[src/rtl/multicycle_processor.sv]
// multicycle_processor
//   Multicycle ARM-subset core with a single shared instruction/data memory
//   port using a req/ready handshake. One instruction takes 2-5 cycles plus
//   memory wait states.
//
//   Parameters
//     RESET_PC       PC value loaded on reset
//     HALT_ON_UNDEF  1: undefined encoding halts, 0: treated as a NOP
//   Ports
//     clk            rising-edge clock
//     reset          synchronous active-low reset
//     mem_req        access request, held until mem_ready
//     mem_we         1 = write, 0 = read
//     mem_addr       word-aligned byte address
//     mem_wdata      store data
//     mem_rdata      read data, sampled when mem_ready=1
//     mem_ready      accept/complete strobe
//     pc             current PC register
//     halted         1 while in HALT
//
//   state   | meaning
//   FETCH   | read instruction at PC, IR <- data, PC <- PC+4
//   DECODE  | check condition and encoding, pick the path
//   EXEC    | data-processing ALU op, flag update
//   MEMADR  | compute Rn +/- imm12, word-aligned
//   MEMRD   | load request in flight
//   MEMWR   | store request in flight
//   WB_ALU  | write ALU result to Rd (CMP writes nothing)
//   WB_MEM  | write loaded data to Rd
//   BRANCH  | PC <- PC+4 + sext(imm24)<<2
//   HALT    | stopped until reset
module multicycle_processor #(
    parameter logic [31:0] RESET_PC      = 32'h0000_0000,
    parameter bit          HALT_ON_UNDEF = 1'b1
) (
    input  logic        clk,
    input  logic        reset,
    output logic        mem_req,
    output logic        mem_we,
    output logic [31:0] mem_addr,
    output logic [31:0] mem_wdata,
    input  logic [31:0] mem_rdata,
    input  logic        mem_ready,
    output logic [31:0] pc,
    output logic        halted
);

    typedef enum logic [3:0] {
        FETCH, DECODE, EXEC, MEMADR, MEMRD, MEMWR, WB_ALU, WB_MEM, BRANCH, HALT
    } state_t;

    localparam logic [3:0] CMD_AND = 4'b0000;
    localparam logic [3:0] CMD_SUB = 4'b0010;
    localparam logic [3:0] CMD_ADD = 4'b0100;
    localparam logic [3:0] CMD_CMP = 4'b1010;
    localparam logic [3:0] CMD_ORR = 4'b1100;
    localparam logic [3:0] CMD_MOV = 4'b1101;

    state_t      state;
    logic [31:0] regs [0:14];
    logic [31:0] ir;
    logic [31:0] data_reg;
    logic [31:0] alu_reg;
    logic [3:0]  nzcv;
    // Low for the first cycle after reset so no request is issued while
    // reset is still being held.
    logic        req_en;

    logic [3:0]  cond, cmd, rn, rd, rm;
    logic [4:0]  rot;
    logic [31:0] rn_val, rd_val, rm_val, imm_rot, src2, mem_ea, br_target;

    assign cond = ir[31:28];
    assign cmd  = ir[24:21];
    assign rn   = ir[19:16];
    assign rd   = ir[15:12];
    assign rm   = ir[3:0];
    assign rot  = {ir[11:8], 1'b0};

    // R15 reads see PC+4; PC already points past the instruction.
    assign rn_val = (rn == 4'd15) ? pc + 32'd4 : regs[rn];
    assign rd_val = (rd == 4'd15) ? pc + 32'd4 : regs[rd];
    assign rm_val = (rm == 4'd15) ? pc + 32'd4 : regs[rm];

    // A shift of 32 yields zero, so rot=0 needs no special case.
    assign imm_rot = ({24'd0, ir[7:0]} >> rot) | ({24'd0, ir[7:0]} << (6'd32 - {1'b0, rot}));
    assign src2    = ir[25] ? imm_rot : rm_val;

    assign mem_ea    = (ir[23] ? rn_val + {20'd0, ir[11:0]} : rn_val - {20'd0, ir[11:0]})
                       & 32'hFFFF_FFFC;
    assign br_target = pc + 32'd4 + {{6{ir[23]}}, ir[23:0], 2'b00};

    logic cond_ok;
    always_comb begin
        cond_ok = 1'b0;
        case (cond)
            4'h0: cond_ok = nzcv[2];
            4'h1: cond_ok = !nzcv[2];
            4'h2: cond_ok = nzcv[1];
            4'h3: cond_ok = !nzcv[1];
            4'h4: cond_ok = nzcv[3];
            4'h5: cond_ok = !nzcv[3];
            4'h6: cond_ok = nzcv[0];
            4'h7: cond_ok = !nzcv[0];
            4'h8: cond_ok = nzcv[1] && !nzcv[2];
            4'h9: cond_ok = !nzcv[1] || nzcv[2];
            4'hA: cond_ok = (nzcv[3] == nzcv[0]);
            4'hB: cond_ok = (nzcv[3] != nzcv[0]);
            4'hC: cond_ok = !nzcv[2] && (nzcv[3] == nzcv[0]);
            4'hD: cond_ok = nzcv[2] || (nzcv[3] != nzcv[0]);
            4'hE: cond_ok = 1'b1;
            default: cond_ok = 1'b0;
        endcase
    end

    logic dp_ok, mem_ok, undef;
    always_comb begin
        dp_ok  = (cmd == CMD_AND || cmd == CMD_SUB || cmd == CMD_ADD ||
                  cmd == CMD_CMP || cmd == CMD_ORR || cmd == CMD_MOV) &&
                 (ir[25] || ir[11:4] == 8'd0);
        mem_ok = !ir[25] && ir[24] && !ir[22] && !ir[21];
        undef  = 1'b0;
        case (ir[27:26])
            2'b00:   undef = !dp_ok;
            2'b01:   undef = !mem_ok;
            2'b10:   undef = 1'b0;
            default: undef = 1'b1;
        endcase
        if (cond == 4'hF)
            undef = 1'b1;
    end

    logic [32:0] sum, dif;
    logic [31:0] alu_res;
    logic        alu_c, alu_v;
    always_comb begin
        sum     = {1'b0, rn_val} + {1'b0, src2};
        dif     = {1'b0, rn_val} + {1'b0, ~src2} + 33'd1;
        alu_res = 32'd0;
        alu_c   = nzcv[1];
        alu_v   = nzcv[0];
        case (cmd)
            CMD_ADD: begin
                alu_res = sum[31:0];
                alu_c   = sum[32];
                alu_v   = (rn_val[31] == src2[31]) && (alu_res[31] != rn_val[31]);
            end
            CMD_SUB, CMD_CMP: begin
                alu_res = dif[31:0];
                alu_c   = dif[32];
                alu_v   = (rn_val[31] != src2[31]) && (alu_res[31] != rn_val[31]);
            end
            CMD_AND: alu_res = rn_val & src2;
            CMD_ORR: alu_res = rn_val | src2;
            CMD_MOV: alu_res = src2;
            default: alu_res = 32'd0;
        endcase
    end

    assign mem_req   = req_en && (state == FETCH || state == MEMRD || state == MEMWR);
    assign mem_we    = (state == MEMWR);
    assign mem_addr  = (state == FETCH) ? pc : alu_reg;
    assign mem_wdata = rd_val;
    assign halted    = (state == HALT);

    always_ff @(posedge clk) begin
        if (!reset) begin
            state    <= FETCH;
            pc       <= RESET_PC;
            nzcv     <= 4'd0;
            ir       <= 32'd0;
            data_reg <= 32'd0;
            alu_reg  <= 32'd0;
            req_en   <= 1'b0;
            for (int i = 0; i < 15; i++)
                regs[i] <= 32'd0;
        end else begin
            req_en <= 1'b1;
            case (state)
                FETCH: begin
                    if (mem_req && mem_ready) begin
                        ir    <= mem_rdata;
                        pc    <= pc + 32'd4;
                        state <= DECODE;
                    end
                end
                DECODE: begin
                    if (cond != 4'hF && !cond_ok)
                        state <= FETCH;
                    else if (undef)
                        state <= HALT_ON_UNDEF ? HALT : FETCH;
                    else begin
                        case (ir[27:26])
                            2'b00:   state <= EXEC;
                            2'b01:   state <= MEMADR;
                            default: state <= BRANCH;
                        endcase
                    end
                end
                EXEC: begin
                    alu_reg <= alu_res;
                    if (ir[20] || cmd == CMD_CMP)
                        nzcv <= {alu_res[31], alu_res == 32'd0, alu_c, alu_v};
                    state <= WB_ALU;
                end
                MEMADR: begin
                    alu_reg <= mem_ea;
                    state   <= ir[20] ? MEMRD : MEMWR;
                end
                MEMRD: begin
                    if (mem_req && mem_ready) begin
                        data_reg <= mem_rdata;
                        state    <= WB_MEM;
                    end
                end
                MEMWR: begin
                    if (mem_req && mem_ready)
                        state <= FETCH;
                end
                WB_ALU: begin
                    if (cmd != CMD_CMP) begin
                        if (rd == 4'd15)
                            pc <= alu_reg;
                        else
                            regs[rd] <= alu_reg;
                    end
                    state <= FETCH;
                end
                WB_MEM: begin
                    if (rd == 4'd15)
                        pc <= data_reg;
                    else
                        regs[rd] <= data_reg;
                    state <= FETCH;
                end
                BRANCH: begin
                    pc    <= br_target;
                    state <= FETCH;
                end
                HALT:    state <= HALT;
                default: state <= FETCH;
            endcase
        end
    end

endmodule
[config.mk]
export PLATFORM = sky130hd
export DESIGN_NAME = multicycle_processor
export DESIGN_NICKNAME = d
export VERILOG_FILES = /design/src/rtl/multicycle_processor.sv
export SDC_FILE = /design/constraint.sdc
export NUM_CORES = 2
export LEC_CHECK = 0
export BUFFER_PORTS_ARGS = -buffer_cell sky130_fd_sc_hd__buf_2
export CAP_MARGIN = 20
export CORE_MARGIN = 1.5
export CORE_UTILIZATION = 64
export DETAILED_ROUTE_END_ITERATION = 7
export GPL_TIMING_DRIVEN = 0
export PLACE_DENSITY = 0.87
export RECOVER_POWER = 50
export SLEW_MARGIN = 20
export SYNTH_ARGS = -nofsm -noshare
export SYNTH_HDL_FRONTEND = slang
export SYNTH_SLANG_ARGS = --single-unit
export TNS_END_PERCENT = 1
[constraint.sdc]
create_clock -name clk -period 8.2 [get_ports clk]
set_clock_uncertainty 0.1 [all_clocks]
set_input_delay 1.23 -clock clk [delete_from_list [all_inputs] [get_ports clk]]
set_output_delay 1.23 -clock clk [all_outputs]
set_load 0.05 [all_outputs]
==> results.json, run 1 <==
{
  "lastStage": "global routing (5_1_grt)",
  "yosysSeqAreaShare_pct": 38.4,
  "hpwlAfterDp_mm": 173,
  "async_flop_share_pct": 0,
  "synth_cell_types": 95,
  "synth_edf_count": 512,
  "cts_made_buffers": 68,
  "antenna_found_initial": 51,
  "initial_core_util_pct": 64.4,
  "netlist_top_cells_count": "676 x nor2_1, 512 x edfxtp_1, 440 x mux4_2",
  "row_count": 100,
  "synth_top_area_cell": "edfxtp_1",
  "status": "aborted with a tool error",
  "clkSinkCount": 661,
  "dieHeight_microns": 276,
  "synth_warnings": 0,
  "tool.error": "[ERROR GRT-0232] Routing congestion too high. Check the congestion heatmap in the GUI.",
  "netlist.area_leader.share_pct": 32.2,
  "placed_cell_area_sq_um": 50100,
  "ys_dominant_reg_cell": "edfxtp_1",
  "cts.path.max_buffers": 3,
  "grt_max_degree": 33,
  "place_congestion": 1.10,
  "htree_levels": 3,
  "post_cts_buffers": 0,
  "avgSynthCellArea_sq_um": 10.7,
  "ios": 134,
  "die_x_microns": 276,
  "worst_endpoint_kind": "register data pin",
  "syn_area_sq_um": 47800,
  "repair-timing-grt-worst-ep": "nzcv[2]$_SDFFE_PN0P_/D",
  "grt_usage_pct": 77.6,
  "clockRootBuffer": "clkbuf_16",
  "synth_area_leaders": "edfxtp_1 32%, mux4_2 21%, dfxtp_1 6.2%",
  "yosysMostFrequentCell": "nor2_1",
  "synthCells": 4446,
  "io_buffer_count": 133,
  "grt_overflow_total": 47,
  "ys_ff_latch": 661
}
==> cell families after synthesis <==
| group | count (synthesis) | share of synthesized area (%) |
|---|---|---|
| compound gates | 916 | 12.6 |
| xor+xnor | 114 | 2.09 |
| fa+ha+maj | 165 | 4.37 |
| buf+inv | 554 | 4.50 |
| flops | 661 | 38.4 |
| mux | 653 | 25.4 |
| other cells | 1 | 0.00785 |
| simple gates | 1382 | 12.6 |
==> stage by stage <==
stage | utilization [%] | setup WS [ns] | std cells | setup TNS (ns)
after detailed placement | 67.5 | -0.987 | 5592 | -2.56
after floorplan | - | 2.33 | 4477 | 0
after global placement | 67.1 | -0.911 | 5579 | -2.80
after CTS | 70.7 | 0.00562 | 5713 | 0
==> metal layers <==
metal | overflow | track usage [%]
met1 | 2 | 77.0
met2 | 18 | 92.5
met3 | 2 | 64.8
met4 | 24 | 75.1
met5 | 1 | 45.3
==> timing repair <==
action,CTS
setup endpoints to repair,16
gates resized for setup,30
gates cloned,0
hold buffers,0
pin swaps,0
==> inputs of run 2 (changes only) <==
--- a/config.mk
+++ b/config.mk
@@ -8,10 +8,10 @@
 export BUFFER_PORTS_ARGS = -buffer_cell sky130_fd_sc_hd__buf_2
 export CAP_MARGIN = 20
 export CORE_MARGIN = 1.5
-export CORE_UTILIZATION = 64
+export CORE_UTILIZATION = 40
 export DETAILED_ROUTE_END_ITERATION = 7
 export GPL_TIMING_DRIVEN = 0
-export PLACE_DENSITY = 0.87
+export PLACE_DENSITY_LB_ADDON = 0.15
 export RECOVER_POWER = 50
 export SLEW_MARGIN = 20
 export SYNTH_ARGS = -nofsm -noshare
==> run 2 against run 1 <==
- the flow now finishes, with violations (capacitance limit, slew limit, setup timing)
- synthesized cell count unchanged
- synthesized area unchanged
==> results.json, run 2 <==
{
  "status": "finished, violations left",
  "violations": "capacitance limit, slew limit, setup timing",
  "dieHeight_microns": 349,
  "grt_overflow_total": 0,
  "largest_reg_flops": 512,
  "htree_levels": 3,
  "max_slew.worst_pin.slew_ns": 2.24,
  "netlist.area_leader.share_pct": 32.2,
  "top_register": "regs",
  "grt_pass1_wl_mm": 327,
  "die_x_microns": 349,
  "crit_path_start_kind": "flip-flop",
  "drc": 0,
  "max-cap-violations": 3,
  "endpoint_kind": "flip-flop",
  "syn_area_sq_um": 47800,
  "drive_gt1_share_pct": 18.4,
  "synth_area_leaders": "edfxtp_1 32%, mux4_2 21%, dfxtp_1 6.2%",
  "worst_slack_ns": -0.0352,
  "layout_common_cells": "673 x nor2_1, 512 x edfxtp_1, 440 x mux4_2",
  "antenna_found_initial": 4,
  "holdPathEnd": "data_reg[14]",
  "cts.path.max_buffers": 3,
  "setup_viol": 1,
  "fin_util_pct": 45.5,
  "power.density_nw_per_um2": 197,
  "initial_core_util_pct": 40.4,
  "stdcell_area_sq_um": 53800,
  "cts_made_buffers": 78,
  "coreArea_sq_um": 118000,
  "crit_required_ns": 8.70,
  "min_path_type": "reg -> reg",
  "period_needed_ns": 8.24,
  "yosysSeqAreaShare_pct": 38.4,
  "synth_cell_types": 95,
  "yosysMostFrequentCell": "nor2_1",
  "wl_mm": 241,
  "synthCells": 4446,
  "avgSynthCellArea_sq_um": 10.7,
  "grt_usage_pct": 39.0,
  "async_flop_share_pct": 0,
  "placed_cell_area_sq_um": 51300,
  "regToRegEndpoint": "nzcv[2]",
  "relSlewSlack_pct": -50.5,
  "place_congestion": 1.05,
  "clockRootBuffer": "clkbuf_16",
  "finalHoldViolations": 0,
  "ant_nets": 0,
  "netlist_top_cells_count": "676 x nor2_1, 512 x edfxtp_1, 440 x mux4_2",
  "post_drt_wl_per_cell_microns": 38.1,
  "final_common_cell": "nor2_1",
  "area_growth_pct": 12.7,
  "crit_fanout": 10,
  "insertion_delay_ns": 0.68,
  "power_leakage_uw": 0.0190,
  "row_count": 126,
  "fmax_ghz": 0.121,
  "timing.hold.ws_ns": 0.373,
  "ys_ff_latch": 661,
  "post_cts_buffers": 0,
  "fin_nets": 4922,
  "synth_warnings": 0,
  "ir_worst_vdd_mv": 0.157,
  "rsz0062_at_grt": "false",
  "vias_per_cell": 6.79,
  "vias": 42900,
  "cp.arrival_ns": 8.73,
  "fin_crit_sh_pct": 100,
  "stdcell_count": 6326,
  "dieArea_sq_um": 122000,
  "synth_edf_count": 512,
  "grt_pass1_vias": 41000,
  "ys_dominant_reg_cell": "edfxtp_1",
  "drv_slew": 29,
  "path_clk_slew_ns": 0.06,
  "hold_depth": 2,
  "regToRegSetupSlack_ns": -0.04,
  "clkSinkCount": 661,
  "synth_top_area_cell": "edfxtp_1",
  "grt_max_degree": 32,
  "hpwlAfterDp_mm": 181,
  "cts_tree": "built",
  "first_pass_iters": 6,
  "post-place-ws_ns": -1.09,
  "min_from": "data_reg[14]",
  "ios": 134,
  "crit_type": "reg -> reg",
  "io_buffer_count": 133,
  "drt_iter0_drc": 6311,
  "dp_cells": 6177,
  "reg2regPathDepth": 22
}
run 2: cell counts after synthesis:
Identical to the previous run, type by type.
run 2: what timing repair did:
action / 4_1_cts / 5_1_grt
endpoints found under the setup margin: 15 / 1
resized for setup: 28 / 24
hold buffers: 0 / 0
run 2: through the flow:
step / power (uW) / TNS, ns
detailed placement: 6970 / -3.77
floorplan: 5880 / 0
global route: 10900 / 0
global placement: 6940 / -12.72
CTS: 10500 / 0
finish: 10600 / -0.0352
run 2: how the worst max path moves through the flow:
stage                    to  slack, ns  cells after the start
detailed placement  nzcv[2]      -1.09                     23
global placement    nzcv[2]      -1.64                     21
global route        nzcv[2]      0.001                     22
CTS                 nzcv[2]      0.003                     20
floorplan           nzcv[2]       2.33                     20
finish              nzcv[2]      -0.04                     22
run 2: cells by family after synthesis:
kind of cell / synth area share [%]
AOI/OAI and AO/OA: 12.6
buffers and inverters: 4.50
and+or+nand+nor: 12.6
muxes: 25.4
other: 0.00785
adders and majority gates: 4.37
xor gates and xnor gates: 2.09
DFF: 38.4
run 2: critical path, stage by stage (launching register included):
cell,delay [ns]
dfxtp_1,0.44
clkbuf_4,0.37
buf_2,0.42
clkbuf_4,0.45
clkbuf_4,0.45
mux2i_1,0.39
a211oi_1,0.13
a21oi_1,0.47
o21ai_1,0.34
o21a_1,0.29
ha_1,0.30
clkbuf_1,0.21
nand2b_1,0.12
a21oi_1,0.09
or2_2,0.39
or4_1,0.66
and3_1,0.24
a221o_1,0.43
a2111oi_0,0.47
and4_1,0.38
nor4bb_1,0.42
nand4_1,0.26
o31ai_1,0.26
run 2: area by class of cell:
cell class / count / area, sq um
fill: 11200 / 64400
multi-input combinational: 3262 / 27600
sequential: 661 / 18400
clock buffer: 102 / 2180
tap: 1536 / 1920
buffer: 363 / 1560
timing repair buffer: 167 / 1140
inverter: 189 / 709
clock inverter: 41 / 367
antenna: 5 / 12.5
run 2: report_power, final:
part	total, uW	internal (uW)	switching, uW
registers	3830	3710	120
clock network	3600	2040	1570
logic	3190	1090	2100
total	10600	6840	3790
run 2: per-layer routing:
| layer | GRT usage (%) | vias up | wire (microns) |
|---|---|---|---|
| met4 | 28.1 | 2 | 21800 |
| met2 | 59.9 | 3262 | 106000 |
| li1 | - | 17400 | - |
| met5 | 0 | - | 13 |
| met1 | 47.5 | 21400 | 85200 |
| met3 | 10.5 | 878 | 28300 |
Note: power is estimated with default switching activity, not from simulation.
